--- config.mk ---
export PLATFORM = sky130hd
export DESIGN_NAME = vga_timing_gen
export DESIGN_NICKNAME = d
export VERILOG_FILES = /design/src/rtl/vga_timing_pkg.sv /design/src/rtl/sync_delay_line.sv /design/src/rtl/vga_timing_gen.sv
export SDC_FILE = /design/constraint.sdc
export NUM_CORES = 1
export LEC_CHECK = 0
export ABC_AREA = 1
export CAP_MARGIN = 20
export CORE_UTILIZATION = 40
export CTS_BUF_LIST = sky130_fd_sc_hd__clkbuf_8
export CTS_CLUSTER_DIAMETER = 80
export DETAILED_ROUTE_END_ITERATION = 10
export SYNTH_ARGS = -nofsm -noshare
export SYNTH_HDL_FRONTEND = slang
export SYNTH_SLANG_ARGS = --single-unit
--- constraint.sdc ---
create_clock -name vga_clk -period 2.05 [get_ports vga_clk]
set_clock_uncertainty 0.1 [all_clocks]
set_input_delay 0.5125 -clock vga_clk [delete_from_list [all_inputs] [get_ports vga_clk]]
set_output_delay 0.5125 -clock vga_clk [all_outputs]
set_load 0.005 [all_outputs]
--- src/rtl/vga_timing_pkg.sv ---
// Shared types and default 640x480@60 constants for the VGA raster timing slice.
package vga_timing_pkg;

    localparam int unsigned DEF_H_ACTIVE = 640;
    localparam int unsigned DEF_H_FP     = 16;
    localparam int unsigned DEF_H_SYNC   = 96;
    localparam int unsigned DEF_H_BP     = 48;
    localparam int unsigned DEF_V_ACTIVE = 480;
    localparam int unsigned DEF_V_FP     = 10;
    localparam int unsigned DEF_V_SYNC   = 2;
    localparam int unsigned DEF_V_BP     = 33;

    function automatic int unsigned h_total(input int unsigned active, input int unsigned fp,
                                            input int unsigned sync, input int unsigned bp);
        return active + fp + sync + bp;
    endfunction

    function automatic int unsigned v_total(input int unsigned active, input int unsigned fp,
                                            input int unsigned sync, input int unsigned bp);
        return active + fp + sync + bp;
    endfunction

    localparam int unsigned DEF_H_TOTAL = h_total(DEF_H_ACTIVE, DEF_H_FP, DEF_H_SYNC, DEF_H_BP);
    localparam int unsigned DEF_V_TOTAL = v_total(DEF_V_ACTIVE, DEF_V_FP, DEF_V_SYNC, DEF_V_BP);

    typedef logic [9:0] coord_t;

    typedef struct packed {
        logic hs;
        logic vs;
        logic blank;
    } sync_t;

    // Idle level: syncs deasserted (high), nothing visible.
    localparam sync_t SYNC_RESET = '{hs: 1'b1, vs: 1'b1, blank: 1'b0};

endpackage

--- src/rtl/sync_delay_line.sv ---
// Fixed-depth shift register for the sync/blank bundle; depth 0 is a pass-through.
module sync_delay_line
    import vga_timing_pkg::*;
#(
    parameter int unsigned DEPTH = 1
) (
    input  logic  vga_clk,
    input  logic  reset,
    input  sync_t din,
    output sync_t dout
);

    if (DEPTH == 0) begin : g_pass
        assign dout = din;
    end else begin : g_pipe
        sync_t stage [DEPTH];

        always_ff @(posedge vga_clk) begin
            if (reset) begin
                for (int unsigned i = 0; i < DEPTH; i++) begin
                    stage[i] <= SYNC_RESET;
                end
            end else begin
                stage[0] <= din;
                for (int unsigned i = 1; i < DEPTH; i++) begin
                    stage[i] <= stage[i-1];
                end
            end
        end

        assign dout = stage[DEPTH-1];
    end

endmodule

--- src/rtl/vga_timing_gen.sv ---
// VGA raster counters, sync/blank decode, line/frame strobes and frame counter.
module vga_timing_gen
    import vga_timing_pkg::*;
#(
    parameter int unsigned H_ACTIVE         = DEF_H_ACTIVE,
    parameter int unsigned H_FP             = DEF_H_FP,
    parameter int unsigned H_SYNC           = DEF_H_SYNC,
    parameter int unsigned H_BP             = DEF_H_BP,
    parameter int unsigned V_ACTIVE         = DEF_V_ACTIVE,
    parameter int unsigned V_FP             = DEF_V_FP,
    parameter int unsigned V_SYNC           = DEF_V_SYNC,
    parameter int unsigned V_BP             = DEF_V_BP,
    parameter int unsigned SYNC_DELAY       = 1,
    parameter logic [15:0] FRAME_COUNT_INIT = '0
) (
    input  logic        vga_clk,
    input  logic        reset,
    output logic [9:0]  DrawX,
    output logic [9:0]  DrawY,
    output logic        blank,
    output logic        hs,
    output logic        vs,
    output logic        hs_d,
    output logic        vs_d,
    output logic        blank_d,
    output logic        line_start,
    output logic        frame_start,
    output logic [15:0] frame_count
);

    localparam int unsigned H_TOTAL = h_total(H_ACTIVE, H_FP, H_SYNC, H_BP);
    localparam int unsigned V_TOTAL = v_total(V_ACTIVE, V_FP, V_SYNC, V_BP);

    if (H_TOTAL > 1024) begin : g_h_total_check
        $fatal(1, "vga_timing_gen: H_TOTAL exceeds the 10-bit counter");
    end
    if (V_TOTAL > 1024) begin : g_v_total_check
        $fatal(1, "vga_timing_gen: V_TOTAL exceeds the 10-bit counter");
    end
    if (SYNC_DELAY > 4) begin : g_delay_check
        $fatal(1, "vga_timing_gen: SYNC_DELAY must be 0..4");
    end

    localparam coord_t H_LAST       = coord_t'(H_TOTAL - 1);
    localparam coord_t V_LAST       = coord_t'(V_TOTAL - 1);
    localparam coord_t H_VIS        = coord_t'(H_ACTIVE);
    localparam coord_t V_VIS        = coord_t'(V_ACTIVE);
    localparam coord_t H_SYNC_START = coord_t'(H_ACTIVE + H_FP);
    localparam coord_t H_SYNC_END   = coord_t'(H_ACTIVE + H_FP + H_SYNC);
    localparam coord_t V_SYNC_START = coord_t'(V_ACTIVE + V_FP);
    localparam coord_t V_SYNC_END   = coord_t'(V_ACTIVE + V_FP + V_SYNC);

    coord_t      h_q;
    coord_t      v_q;
    logic        line_start_q;
    logic        frame_start_q;
    logic [15:0] frame_count_q;
    logic        h_wrap;
    logic        v_wrap;

    assign h_wrap = (h_q == H_LAST);
    assign v_wrap = (v_q == V_LAST);

    always_ff @(posedge vga_clk) begin
        if (reset) begin
            h_q           <= '0;
            v_q           <= '0;
            line_start_q  <= 1'b0;
            frame_start_q <= 1'b0;
            frame_count_q <= FRAME_COUNT_INIT;
        end else begin
            // Strobes are registered so they coincide with the (0,0) / h=0 cycle itself.
            line_start_q  <= h_wrap;
            frame_start_q <= h_wrap && v_wrap;
            if (h_wrap) begin
                h_q <= '0;
                v_q <= v_wrap ? '0 : v_q + 10'd1;
            end else begin
                h_q <= h_q + 10'd1;
            end
            if (h_wrap && v_wrap) begin
                frame_count_q <= frame_count_q + 16'd1;
            end
        end
    end

    sync_t sync_now;
    sync_t sync_del;

    always_comb begin
        sync_now       = SYNC_RESET;
        sync_now.blank = (h_q < H_VIS) && (v_q < V_VIS);
        sync_now.hs    = !((h_q >= H_SYNC_START) && (h_q < H_SYNC_END));
        sync_now.vs    = !((v_q >= V_SYNC_START) && (v_q < V_SYNC_END));
    end

    sync_delay_line #(
        .DEPTH (SYNC_DELAY)
    ) u_sync_delay (
        .vga_clk (vga_clk),
        .reset   (reset),
        .din     (sync_now),
        .dout    (sync_del)
    );

    assign DrawX       = h_q;
    assign DrawY       = v_q;
    assign blank       = sync_now.blank;
    assign hs          = sync_now.hs;
    assign vs          = sync_now.vs;
    assign hs_d        = sync_del.hs;
    assign vs_d        = sync_del.vs;
    assign blank_d     = sync_del.blank;
    assign line_start  = line_start_q;
    assign frame_start = frame_start_q;
    assign frame_count = frame_count_q;

endmodule

==> results by group <==
Pwr
  • Net switching power: 0.000322 W
  • Peak supply drop: 0.262 mV
  • P_leak: 1.20 nW
  • Power per cell area: 446 nW/um^2
  • Combinational share of power: 4.0%
  • Reg power frac: 58.4%
  • Switching share of total power: 23.4%
  • Internal power: 0.00106 W
  • Clock network fraction of total power: 37.6%

Synth
  • #FFs+latches synth: 41
  • Post-synth EDFFs: 0
  • Register area share after synthesis: 36.0%
  • Ys async rst share: 0%
  • Netlist cell types: 34
  • Area contributors post-synth: dfxtp_1 36%, nand2_1 14%, nor2_1 6.9%
  • Ys Warns: 0
  • Primary FF master, synth: dfxtp_1
  • Mapped Cells: 324
  • Syn_area_per_cell: 7.04 sq um
  • Area leader, netlist: dfxtp_1
  • Synth Net Count: 331
  • Cell Area, Synth: 2280 sq um
  • Top cell type's share of synthesized area: 36.0%

Clocking
  • Skew-Pair Late Insertion Delay: 290 ps
  • CTS root buf: clkbuf_8
  • Maximum buffer depth of the clock tree: 2
  • Number of CTS-inserted buffers: 5
  • H-tree level count: 2
  • CTS clk-pin slew, worst paths: 80 ps
  • CTS tree: done
  • Clk sinks: 41

Routing
  • DRT Pass-1 Iters: 4
  • Drt wl/cell: 11.6 um
  • Starting DRT DRC Count: 81
  • Final wirelength: 5430 um
  • DR vias: 2208
  • Vias per cell: 4.71
  • ANT nets after route: 0
  • Residual DRC count: 0

Setup path
  • Setup Crit Path Kind: reg -> out
  • Crit-path max FO: 5
  • Startpoint types: flop
  • Crit end category: output port
  • Arr. time, crit path: 1340 ps
  • CP Data Required Time: 1440 ps
  • R2r setup slk: 250 ps

Worst hold path
  • Worst hold path type: reg -> reg

Floorplanning
  • Io pins: 46
  • Die Area: 6010 sq um
  • Core area: 5510 sq um
  • Initial core utilization: 41.4%
  • Die Width: 77.5 um
  • Die height: 77.5 um
  • Std-Cell Rows: 27

Global routing
  • Total GRT Usage: 19.2%
  • Gr ovfl total: 0
  • First-pass GRT wire length: 9240 um
  • Pin count of the biggest net entering global routing: 14
  • Vias in the first global route: 2017
  • Initial antenna violation count: 0

Timing
  • Final Hold Vio Count: 0
  • Final setup fails: 0
  • Slew margin rel.: 71.1%
  • RSZ-0062 raised after global routing: false
  • Hold Worst Slack: 387 ps
  • Setup WS post-layout: 92.5 ps
  • Slew @ Worst Pin: 432 ps
  • Fmax: 511 MHz
  • Final period util: 95.5%
  • Tmin final: 1960 ps
  • Post-route setup TNS: 0 ps
  • Slew Viols, Final: 0

Place
  • Final GP Congestion: 0.837
  • Post-DP HPWL: 4040 um
  • Place WS: 50.4 ps
  • Dpl cell area: 2920 sq um
  • Port Buffers: 45

Finish
  • Commonest non-fill, non-tap cell in the layout: nand2_1
  • Final Cell Area: 3090 sq um
  • Number of diodes: 0
  • Fillers: 537
  • Share of cells above drive strength 1: 21.2%
  • Most frequent cells in the layout: 86 x nand2_1, 42 x nor2_1, 42 x clkdlybuf4s50_1, 37 x dfxtp_1, 34 x inv_1
  • # nets final: 403
  • Area added between synthesis and finish: 35.7%
  • Multi-input gate area: 1270 sq um
  • Reg area: 826 sq um

Flow run
  • Max Cap Viol: 0

Outcome
  • Status: finished clean
-- synth_stat cells (4+ instances only) --
cell type and n:
a21oi_1 9, a21oi_2 10, dfxtp_1 41, ha_1 5, inv_1 34, inv_2 6, nand2_1 88, nand2_2 9
nand3_1 20, nand4_1 6, nor2_1 42, nor2_4 4, nor3_1 9, o21ai_0 6, xor2_1 7
-- per-stage QoR --
stage	std cells	power, W	util (%)
final	469	0.00138	56.2
after global routing	469	0.00144	56.2
after CTS	467	0.00140	55.9
after detailed placement	452	0.000881	52.9
after global placement	452	0.000880	52.9
after floorplan	324	0.000852	-
-- critical path, cell delays in order (launching register included) --
cell,delay [ps]
dfxtp_1,350
nand2_2,80
nor3_4,240
nand3_1,110
dlygate4sd2_1,280
-- cell families (layout without fill, tap and decap cells) --
family	count (synthesis)	count (layout)	synth area share (%)
AND/OR/NAND/NOR	190	190	39.5
AO/OA/AOI/OAI	31	31	8.89
buffers and inverters	48	121	9.44
flip-flops	41	41	36.0
adder cells (fa/ha/maj)	5	5	2.74
XOR/XNOR	9	9	3.46
-- sequential cells by signal, indices dropped and copies added (netlist names) --
name,count
DrawX,10
DrawY,10
frame_count,16
frame_start,1
line_start,1
u_sync_delay.g_pipe.stage,3
-- metal layers --
metal	wire length, um	track usage [%]	part of all wire [%]	vias up
li1	-	-	-	1160
met1	2750	26.4	51	992
met2	2430	30.8	45	54
met3	236	4.24	4.3	2
met4	24	4.15	0.44	0
met5	0	0	0	-
-- final cells by class --
cell class              count  share of cell area (%)
multi-input cells         235                    41.0
well taps                  72                    2.91
repair buffers             71                    21.2
clock inverters             3                   0.445
flip-flops and latches     41                    26.7
inverters                  42                    5.50
clock buffers               5                    2.22
-- power groups by stage --
stage | logic (W) | clock network [W] | registers (W)
after global routing | 0.0000610 | 0.000567 | 0.000807
final | 0.0000557 | 0.000518 | 0.000806
after global placement | 0.0000553 | 0 | 0.000825
after detailed placement | 0.0000562 | 0 | 0.000825
after CTS | 0.0000567 | 0.000539 | 0.000806
after floorplan | 0.0000264 | 0 | 0.000826
-- final timing paths --
check,cells past startpoint,to,startpoint
max,4,vs,DrawY[6]
min,2,DrawY[8],DrawY[8]
max reg2reg,11,u_sync_delay.g_pipe.stage[0][2],DrawX[5]
min reg2reg,2,DrawY[8],DrawY[8]
-- repair_timing --
action | 4_1_cts | 5_1_grt
endpoints found under the setup margin | 3 | 3
pin swaps | 2 | 3
gates resized for setup | 11 | 4
hold buffers | 0 | 0
buffers inserted | 7 | 2
Note: power is estimated with default switching activity, not from simulation.
